===== src/rtl/bus_write_arbiter_if.sv =====
// bus_write_arbiter_if: per-core write ports and the shared slave write port of the arbiter.
interface bus_write_arbiter_if #(
    parameter int NUM_CORES    = 8,
    parameter int LANES        = 6,
    parameter int DATA_W       = 32,
    parameter int SLAVE_ADDR_W = 6
);
    localparam int ID_W          = $clog2(NUM_CORES);
    localparam int MASTER_ADDR_W = SLAVE_ADDR_W + ID_W;
    logic [NUM_CORES-1:0]                   s_wvalid;
    logic [NUM_CORES-1:0]                   s_wready;
    logic [NUM_CORES-1:0]                   s_wlast;
    logic [NUM_CORES-1:0][LANES*DATA_W-1:0] s_wdata;
    logic [NUM_CORES-1:0][SLAVE_ADDR_W-1:0] s_waddr;
    logic                                   m_wvalid;
    logic                                   m_wready;
    logic [LANES*DATA_W-1:0]                m_wdata;
    logic [MASTER_ADDR_W-1:0]               m_waddr;
    logic [ID_W-1:0]                        m_wid;
    // master: the arbiter, mastering the shared slave port
    modport master (
        input  s_wvalid, s_wlast, s_wdata, s_waddr, m_wready,
        output s_wready, m_wvalid, m_wdata, m_waddr, m_wid
    );
    modport slave (
        output s_wvalid, s_wlast, s_wdata, s_waddr, m_wready,
        input  s_wready, m_wvalid, m_wdata, m_waddr, m_wid
    );
endinterface


===== src/rtl/bus_write_arbiter.sv =====
// bus_write_arbiter: round-robin N-core write arbiter with a registered output stage.
// Define ARB_BURST_LOCK_EN to hold the grant on one core until its s_wlast beat.
module bus_write_arbiter #(
    parameter int NUM_CORES    = 8,
    parameter int LANES        = 6,
    parameter int DATA_W       = 32,
    parameter int SLAVE_ADDR_W = 6
) (
    input logic                 clk,
    input logic                 rst_n,
    bus_write_arbiter_if.master bus
);
    localparam int ID_W          = $clog2(NUM_CORES);
    localparam int MASTER_ADDR_W = SLAVE_ADDR_W + ID_W;

    logic                     r_valid;
    logic [LANES*DATA_W-1:0]  r_data;
    logic [MASTER_ADDR_W-1:0] r_addr;
    logic [ID_W-1:0]          r_last;
    logic                     w_load;
    logic                     w_any;
    logic [ID_W-1:0]          w_gid;
    logic [ID_W-1:0]          w_idx;
    logic [NUM_CORES-1:0]     w_req;
    logic [NUM_CORES-1:0]     w_grant;

`ifdef ARB_BURST_LOCK_EN
    logic            r_lock;
    logic [ID_W-1:0] r_lock_id;
    assign w_req = r_lock ? (bus.s_wvalid & (NUM_CORES'(1) << r_lock_id)) : bus.s_wvalid;
`else
    logic w_unused_wlast;
    assign w_unused_wlast = ^bus.s_wlast;
    assign w_req          = bus.s_wvalid;
`endif

    // Scan from lowest to highest priority so the nearest requester after r_last wins.
    always_comb begin
        w_any = 1'b0;
        w_gid = '0;
        w_idx = '0;
        for (int k = NUM_CORES; k >= 1; k--) begin
            w_idx = ID_W'((int'(r_last) + k) % NUM_CORES);
            if (w_req[w_idx]) begin
                w_any = 1'b1;
                w_gid = w_idx;
            end
        end
    end

    assign w_grant      = w_any ? (NUM_CORES'(1) << w_gid) : '0;
    assign w_load       = !r_valid || bus.m_wready;
    assign bus.s_wready = (rst_n && w_load) ? w_grant : '0;
    assign bus.m_wvalid = r_valid;
    assign bus.m_wdata  = r_data;
    assign bus.m_waddr  = r_addr;
    assign bus.m_wid    = r_addr[SLAVE_ADDR_W +: ID_W];

    always_ff @(posedge clk or negedge rst_n) begin
        if (!rst_n) begin
            r_valid <= 1'b0;
            r_data  <= '0;
            r_addr  <= '0;
            r_last  <= ID_W'(NUM_CORES - 1);
        end else if (w_load) begin
            r_valid <= w_any;
            if (w_any) begin
                r_data <= bus.s_wdata[w_gid];
                r_addr <= {w_gid, bus.s_waddr[w_gid]};
                r_last <= w_gid;
            end
        end
    end

`ifdef ARB_BURST_LOCK_EN
    always_ff @(posedge clk or negedge rst_n) begin
        if (!rst_n) begin
            r_lock    <= 1'b0;
            r_lock_id <= '0;
        end else if (w_load && w_any) begin
            r_lock    <= !bus.s_wlast[w_gid];
            r_lock_id <= w_gid;
        end
    end
`endif
endmodule


===== src/flat_wrapper.sv =====
// flat-port wrapper written by rule: the top's interface ports become plain ports
module bus_write_arbiter_flat 
#(
    parameter int NUM_CORES    = 8,
    parameter int LANES        = 6,
    parameter int DATA_W       = 32,
    parameter int SLAVE_ADDR_W = 6
)
  (clk, rst_n, bus_s_wvalid, bus_s_wlast, bus_s_wdata, bus_s_waddr, bus_m_wready, bus_s_wready, bus_m_wvalid, bus_m_wdata, bus_m_waddr, bus_m_wid);
  bus_write_arbiter_if #(.NUM_CORES(NUM_CORES), .LANES(LANES), .DATA_W(DATA_W), .SLAVE_ADDR_W(SLAVE_ADDR_W)) bus_i ();
  input logic clk;
  input logic rst_n;
  input wire logic [$bits(bus_i.s_wvalid)-1:0] bus_s_wvalid;
  input wire logic [$bits(bus_i.s_wlast)-1:0] bus_s_wlast;
  input wire logic [$bits(bus_i.s_wdata)-1:0] bus_s_wdata;
  input wire logic [$bits(bus_i.s_waddr)-1:0] bus_s_waddr;
  input wire logic [$bits(bus_i.m_wready)-1:0] bus_m_wready;
  output wire logic [$bits(bus_i.s_wready)-1:0] bus_s_wready;
  output wire logic [$bits(bus_i.m_wvalid)-1:0] bus_m_wvalid;
  output wire logic [$bits(bus_i.m_wdata)-1:0] bus_m_wdata;
  output wire logic [$bits(bus_i.m_waddr)-1:0] bus_m_waddr;
  output wire logic [$bits(bus_i.m_wid)-1:0] bus_m_wid;
  assign bus_i.s_wvalid = bus_s_wvalid;
  assign bus_i.s_wlast = bus_s_wlast;
  assign bus_i.s_wdata = bus_s_wdata;
  assign bus_i.s_waddr = bus_s_waddr;
  assign bus_i.m_wready = bus_m_wready;
  assign bus_s_wready = bus_i.s_wready;
  assign bus_m_wvalid = bus_i.m_wvalid;
  assign bus_m_wdata = bus_i.m_wdata;
  assign bus_m_waddr = bus_i.m_waddr;
  assign bus_m_wid = bus_i.m_wid;
  bus_write_arbiter #(.NUM_CORES(NUM_CORES), .LANES(LANES), .DATA_W(DATA_W), .SLAVE_ADDR_W(SLAVE_ADDR_W)) u_core (.clk(clk), .rst_n(rst_n), .bus(bus_i));
endmodule

===== config.mk =====
export PLATFORM = sky130hd
export DESIGN_NAME = bus_write_arbiter_flat
export DESIGN_NICKNAME = d
export VERILOG_FILES = /design/src/rtl/bus_write_arbiter_if.sv /design/src/rtl/bus_write_arbiter.sv /design/src/flat_wrapper.sv
export SDC_FILE = /design/constraint.sdc
export NUM_CORES = 1
export LEC_CHECK = 0
export CAP_MARGIN = 0
export CORE_AREA = 4 4 705 707
export CTS_BUF_LIST = sky130_fd_sc_hd__clkbuf_2
export CTS_CLUSTER_SIZE = 24
export DETAILED_ROUTE_END_ITERATION = 16
export DIE_AREA = 0 0 709 711
export PLACE_DENSITY = 0.32
export SYNTH_ARGS = -nofsm -noshare
export SYNTH_HDL_FRONTEND = slang
export SYNTH_SLANG_ARGS = --single-unit

===== constraint.sdc =====
create_clock -name clk -period 6.1 [get_ports clk]
set_input_delay 1.22 -clock clk [delete_from_list [all_inputs] [get_ports clk]]
set_output_delay 1.22 -clock clk [all_outputs]
set_load 0.05 [all_outputs]

## Word-level counts from Yosys, hierarchy flattened

Index checks and enable logic that the tools add are counted.

| word-level totals | value |
|---|---|
| register bits | 205 |
| output and inout port bits | 213 |
| logic and storage cells | 64 |
| input bits | 1603 |

| operators by class | value |
|---|---|
| reductions and logical operators | 4 |
| mux-type cells | 38 |
| order comparisons | 9 |
| shift-type cells | 1 |
| add/subtract/negate cells | 8 |

Operators by type and width:

| kind | number |
|---|---|
| $bmux 192 s3 | 1 |
| $mux 192 | 1 |
| $lt 3x4->1 const B | 9 |
| $bmux 1 s3 | 8 |
| $mux 3 | 8 |
| $bmux 6 s3 | 1 |
| $mux 1 | 16 |
| $mux 8 | 2 |
| $add 3x3->3 const B | 4 |
| $shl 1x3->8 const A | 1 |
| $add 3x1->3 const B | 2 |
| $add 3x2->3 const B | 2 |
| $mux 6 | 1 |
| $reduce_and 2->1 | 1 |
| $logic_and 1x1->1 | 1 |
| $logic_not 1->1 | 1 |
| $logic_or 1x1->1 | 1 |

## Depth between registers and ports, before layout

| logic depth | value |
|---|---|
| depth in word-level cells | 14 |
| gate-level depth with buffers | 16 |
| depth with buffers taken out | 10 |

## Least setup slack after synthesis

Ideal clock, no wire load.

| timing | value |
|---|---|
| path type | flip-flop to output port |
| start | reg u_core.r_last[0] |
| end | out bus_s_wready[1] |
| setup slack | 0.117 ns |
| buffers on the path | 6 |
| arrival | 4.763 ns |
| cell stages (with the launch flop) | 14 |
| data required time | 4.880 ns |
| cells stage by stage | dfstp_2 buf_2 buf_4 inv_1 ha_1 buf_2 mux4_2 mux2_2 a221oi_2 mux2_2 buf_2 buf_2 clkbuf_1 nor3_1 |

| between the ends | value |
|---|---|
| longest elaborated chain between the ends | 14 |
| elaborated cells between the ends (all ways) | 43 |
| classes of those cells | 8 x add/sub; 1 x shift; 34 x mux |

RTL lines:

| element | RTL line | text |
|---|---|---|
| start: declaration | bus_write_arbiter.sv:19 | `logic [ID_W-1:0] r_last;` |
| start signal: assignment | bus_write_arbiter.sv:64 | `r_last <= ID_W'(NUM_CORES - 1);` |
| start signal: assignment | bus_write_arbiter.sv:70 | `r_last <= w_gid;` |
| $add 3x1->3 | bus_write_arbiter.sv:43 | `w_idx = ID_W'((int'(r_last) + k) % NUM_CORES);` |
| $bmux 1 s3 | bus_write_arbiter.sv:44 | `if (w_req[w_idx]) begin` |
| $mux 1 (implied by the code) | bus_write_arbiter.sv:44 |  |
| $mux 3 (8 in a row) | bus_write_arbiter.sv:44 |  |
| $shl 1x3->8 | bus_write_arbiter.sv:51 | `assign w_grant = w_any ? (NUM_CORES'(1) << w_gid) : '0;` |
| $mux 8 (*) | bus_write_arbiter.sv:51 |  |
| $mux 8 (*) | bus_write_arbiter.sv:53 | `assign bus.s_wready = (rst_n && w_load) ? w_grant : '0;` |
| end: declaration | flat_wrapper.sv:18 | `output wire logic [$bits(bus_i.s_wready)-1:0] bus_s_wready;` |

Every way passes the cells marked *; elsewhere a longest branch is shown, timed or not. The select of a mux whose other input is x is not followed.

## Final worst setup path

| timing | value |
|---|---|
| start | reg u_core.r_last[0] |
| end | reg u_core.r_data[1], in the netlist u_core.bus.m_wdata[1] |

| between the ends | value |
|---|---|
| longest elaborated chain between the ends | 13 |
| elaborated cells between the ends (all ways) | 43 |
| classes of those cells | 8 x add/sub; 34 x mux; 1 x reduce/logical |

RTL lines:

| element | RTL line | text |
|---|---|---|
| $add 3x1->3 | bus_write_arbiter.sv:43 |  |
| $bmux 1 s3 | bus_write_arbiter.sv:44 |  |
| $mux 1 (implied by the code) | bus_write_arbiter.sv:44 |  |
| $mux 3 (8 in a row) | bus_write_arbiter.sv:44 |  |
| $bmux 192 s3 | bus_write_arbiter.sv:68 | `r_data <= bus.s_wdata[w_gid];` |
| $mux 192 (implied by the code) | bus_write_arbiter.sv:68 |  |
| end signal: assignment | bus_write_arbiter.sv:68 |  |
| end: declaration | bus_write_arbiter.sv:17 | `logic [LANES*DATA_W-1:0] r_data;` |

Parallel ways exist; a longest one is shown, timed or not. The select of a mux whose other input is x is not followed.
A chain may end at the register's enable or synchronous reset.

==> reports/qor.yml <==
place_inst: 11000
cts_buffers: 87
dieArea_mm2: 0.504
drive_above_1_share: 0.108
synth-compound-area-share: 0.262
slew_headroom: 0.175
critPathLaunchType: "register"
die_w_um: 709
cts_htree_levels: 3
crit_required_ns: 7.50
clk-insertion-delay-late_ns: 1.49
grt_pass1_wl_mm: 413
syn_to_final_growth_pct: 154
crit_path_end_kind: "register"
synth-simple-area-share: 0.289
io_pins: 1816
dp_hpwl_mm: 299
grt.overflow.total: 0
cts_root_buffer: "clkbuf_2"
min_period_over_period: 0.995
mostFrequentLayoutCells: "clkdlybuf4s50_1, nand2_1, buf_4, mux2i_1, dfrtp_1"
tritoncts: "built"
cp_common_cell: "buf_4"
finish.instance_area_mm2: 0.0503
dpl_cell_area_mm2: 0.0473
clockBufferDepth: 4
hold_class: "register to register"
finalCriticalPeriod_ns: 6.07
synth.avg_cell_area_um2: 7.08
via_count: 33000
report.final.slew_viol_count: 0
outcome: "complete, no violations"
cts_sinks: 205
synth.top_cell.area_share: 0.255
setup_viol: 0
detail_route.first_pass.iterations: 5
rows: 257
routed_via_density: 2.89
grt_max_degree: 109
netlist-cell-type-count: 46
ys_seq_elements: 205
critical_path_class: "register to register"
synth_top_cells_by_area: "dfrtp_1, nand2_1, mux2i_1"
layout_setup_ws_ns: 0.0322
syn_inst: 2798
p_per_area_mw_per_mm2: 859
ant_nets: 0
worst_slew_pin_slew_ns: 1.23
maxClockFrequency_mhz: 165
drc: 0
yosysWarnings: 0
total_leakage_power_nw: 17.5
initial_core_util: 0.0404
skew_ns: 0.110
layout_commonest_cell: "clkdlybuf4s50_1"
gp_congestion: 0.882
path_clk_slew_ns: 0.07
core-area_mm2: 0.490
crit_arrival_ns: 7.47
seq_area_frac_synth: 0.259
fillers: 57400
crit_slowest_cell: "dfstp_2"
synth-xor-area-share: 0.00177
totalWireLength_mm: 341
syn-cell-area_mm2: 0.0198
antenna_found_initial: 289
layout.cells.non_filler: 11400
synthAdderAreaFrac: 0.00126
hold_viol: 0
power.total_mw: 43.2
dieHeight_um: 711
grtUsageTotal: 0.129
final_nets: 6425
cp_slowest_stage_delay_ns: 0.57
cap_violations: 0
critical_path.max_fanout: 20
synth_mux_area_frac: 0.123
dp_slack_ns: 0.363
port_buffers: 1807
wire_per_inst_um: 29.8
grt_pass1_vias: 33100
rsz0062_at_grt: "true"
synth_top_family_by_area: "simple AND/OR/NAND/NOR gates"
ir_drop_uv: 804
drtIter0Drc: 2285
synth_top_area_cell: "dfrtp_1"
synth_fp_nets: 4403
-- flip-flops by register name, indices dropped and copies added, names as in the netlist --
| name | cells |
|---|---|
| u_core.bus.m_wdata | 192 |
| u_core.r_last | 3 |
| u_core.bus.m_waddr | 9 |
| u_core.bus.m_wvalid | 1 |
-- cells by family (layout without fill, tap and decap cells) --
logic type      after synthesis  count (layout)
compound gates              622             622
other cells                   0              60
simple gates               1441            1441
xor+xnor                      4               4
buf+inv                     296            2378
mux                         228             228
flops                       205             205
fa+ha+maj                     2               2
-- worst paths after layout --
path	from	end	slack, ns	cells past startpoint
min in group asynchronous	rst_n	u_core.bus.m_wdata[42]	0.62	3
setup / recovery	u_core.r_last[0]	u_core.bus.m_wdata[1]	0.03	34
hold reg to reg	u_core.bus.m_wdata[35]	u_core.bus.m_wdata[35]	0.49	1
setup reg to reg	u_core.r_last[0]	u_core.bus.m_wdata[1]	0.03	34
max in group asynchronous	rst_n	u_core.bus.m_wdata[93]	4.53	3
hold / removal	u_core.bus.m_wdata[35]	u_core.bus.m_wdata[35]	0.49	1
-- cell type report --
class	instances	area (um2)	share of cell area
inverter	4	23.8	0.000472
clock buffer	131	656	0.0130
sequential	205	5140	0.102
antenna	60	150	0.00298
timing repair buffer	2225	22300	0.443
tap	6475	8100	0.161
clock inverter	18	97.6	0.00194
multi-input combinational	2297	13900	0.276
-- what timing repair did --
| action | in CTS | in global routing |
|---|---|---|
| pin swaps | 11 | 17 |
| resized for setup | 44 | 58 |
| hold endpoints to repair | 154 | 0 |
| gates cloned | 0 | 2 |
| buffers inserted | 31 | 12 |
| endpoints found under the setup margin | 8 | 33 |
| hold buffers | 122 | 0 |
-- metrics by stage --
stage	utilization	hold WS [ns]	setup TNS (ns)
floorplan	-	0.576	0
global placement	0.0966	0.474	0
detailed placement	0.0966	0.480	0
CTS	0.102	0.000326	-2.02
global route	0.103	0.183	-2.19
finish	0.103	0.493	0
-- cell usage after synthesis (all sizes together) --
cell type,instances
xnor2,2
nand4,1
and2,2
and3,2
dfrtp,202
dfstp,3
nor2,18
mux2i,205
nor4,1
a221oi,1
a32oi,198
or4,2
clkbuf,173
mux2,12
or2,1
xor2,2
o211ai,3
a21o,1
a21oi,9
nor2b,1
a22o,3
a2111oi,1
a31oi,198
o22ai,1
o311ai,1
buf,119
nand2b,3
a22oi,3
ha,2
nor3,5
nand2,1204
o21ai,2
clkinv,1
mux4,11
inv,3
a32o,200
a221o,1
nand3,201
-- report_power, final --
part	internal, mW	total, mW	leakage [nW]	switching (mW)
Sequential	2.22	2.70	2.45	0.483
Clock	0.606	1.65	0.587	1.05
Combinational	13.5	38.9	14.5	25.4
-- routing by layer --
metal / routed length [um] / vias to the layer above / global-route usage / share of wire
met5: 886 / - / 0 / 0.0026
met4: 7960 / 134 / 0.0252 / 0.023
met3: 34100 / 609 / 0.0526 / 0.10
met2: 154000 / 1824 / 0.210 / 0.45
met1: 143000 / 16000 / 0.158 / 0.42
li1: - / 14500 / - / -
-- worst max-delay path, delay by kind of cell, from the launching register on --
| family | cells | cell delay, ns |
|---|---|---|
| simple gates | 1 | 0.12 |
| compound gates | 5 | 0.82 |
| buf+inv | 26 | 3.81 |
| flops | 1 | 0.57 |
| fa+ha+maj | 1 | 0.31 |
| mux | 1 | 0.37 |
No activity file was read; power rests on OpenSTA's default activity.
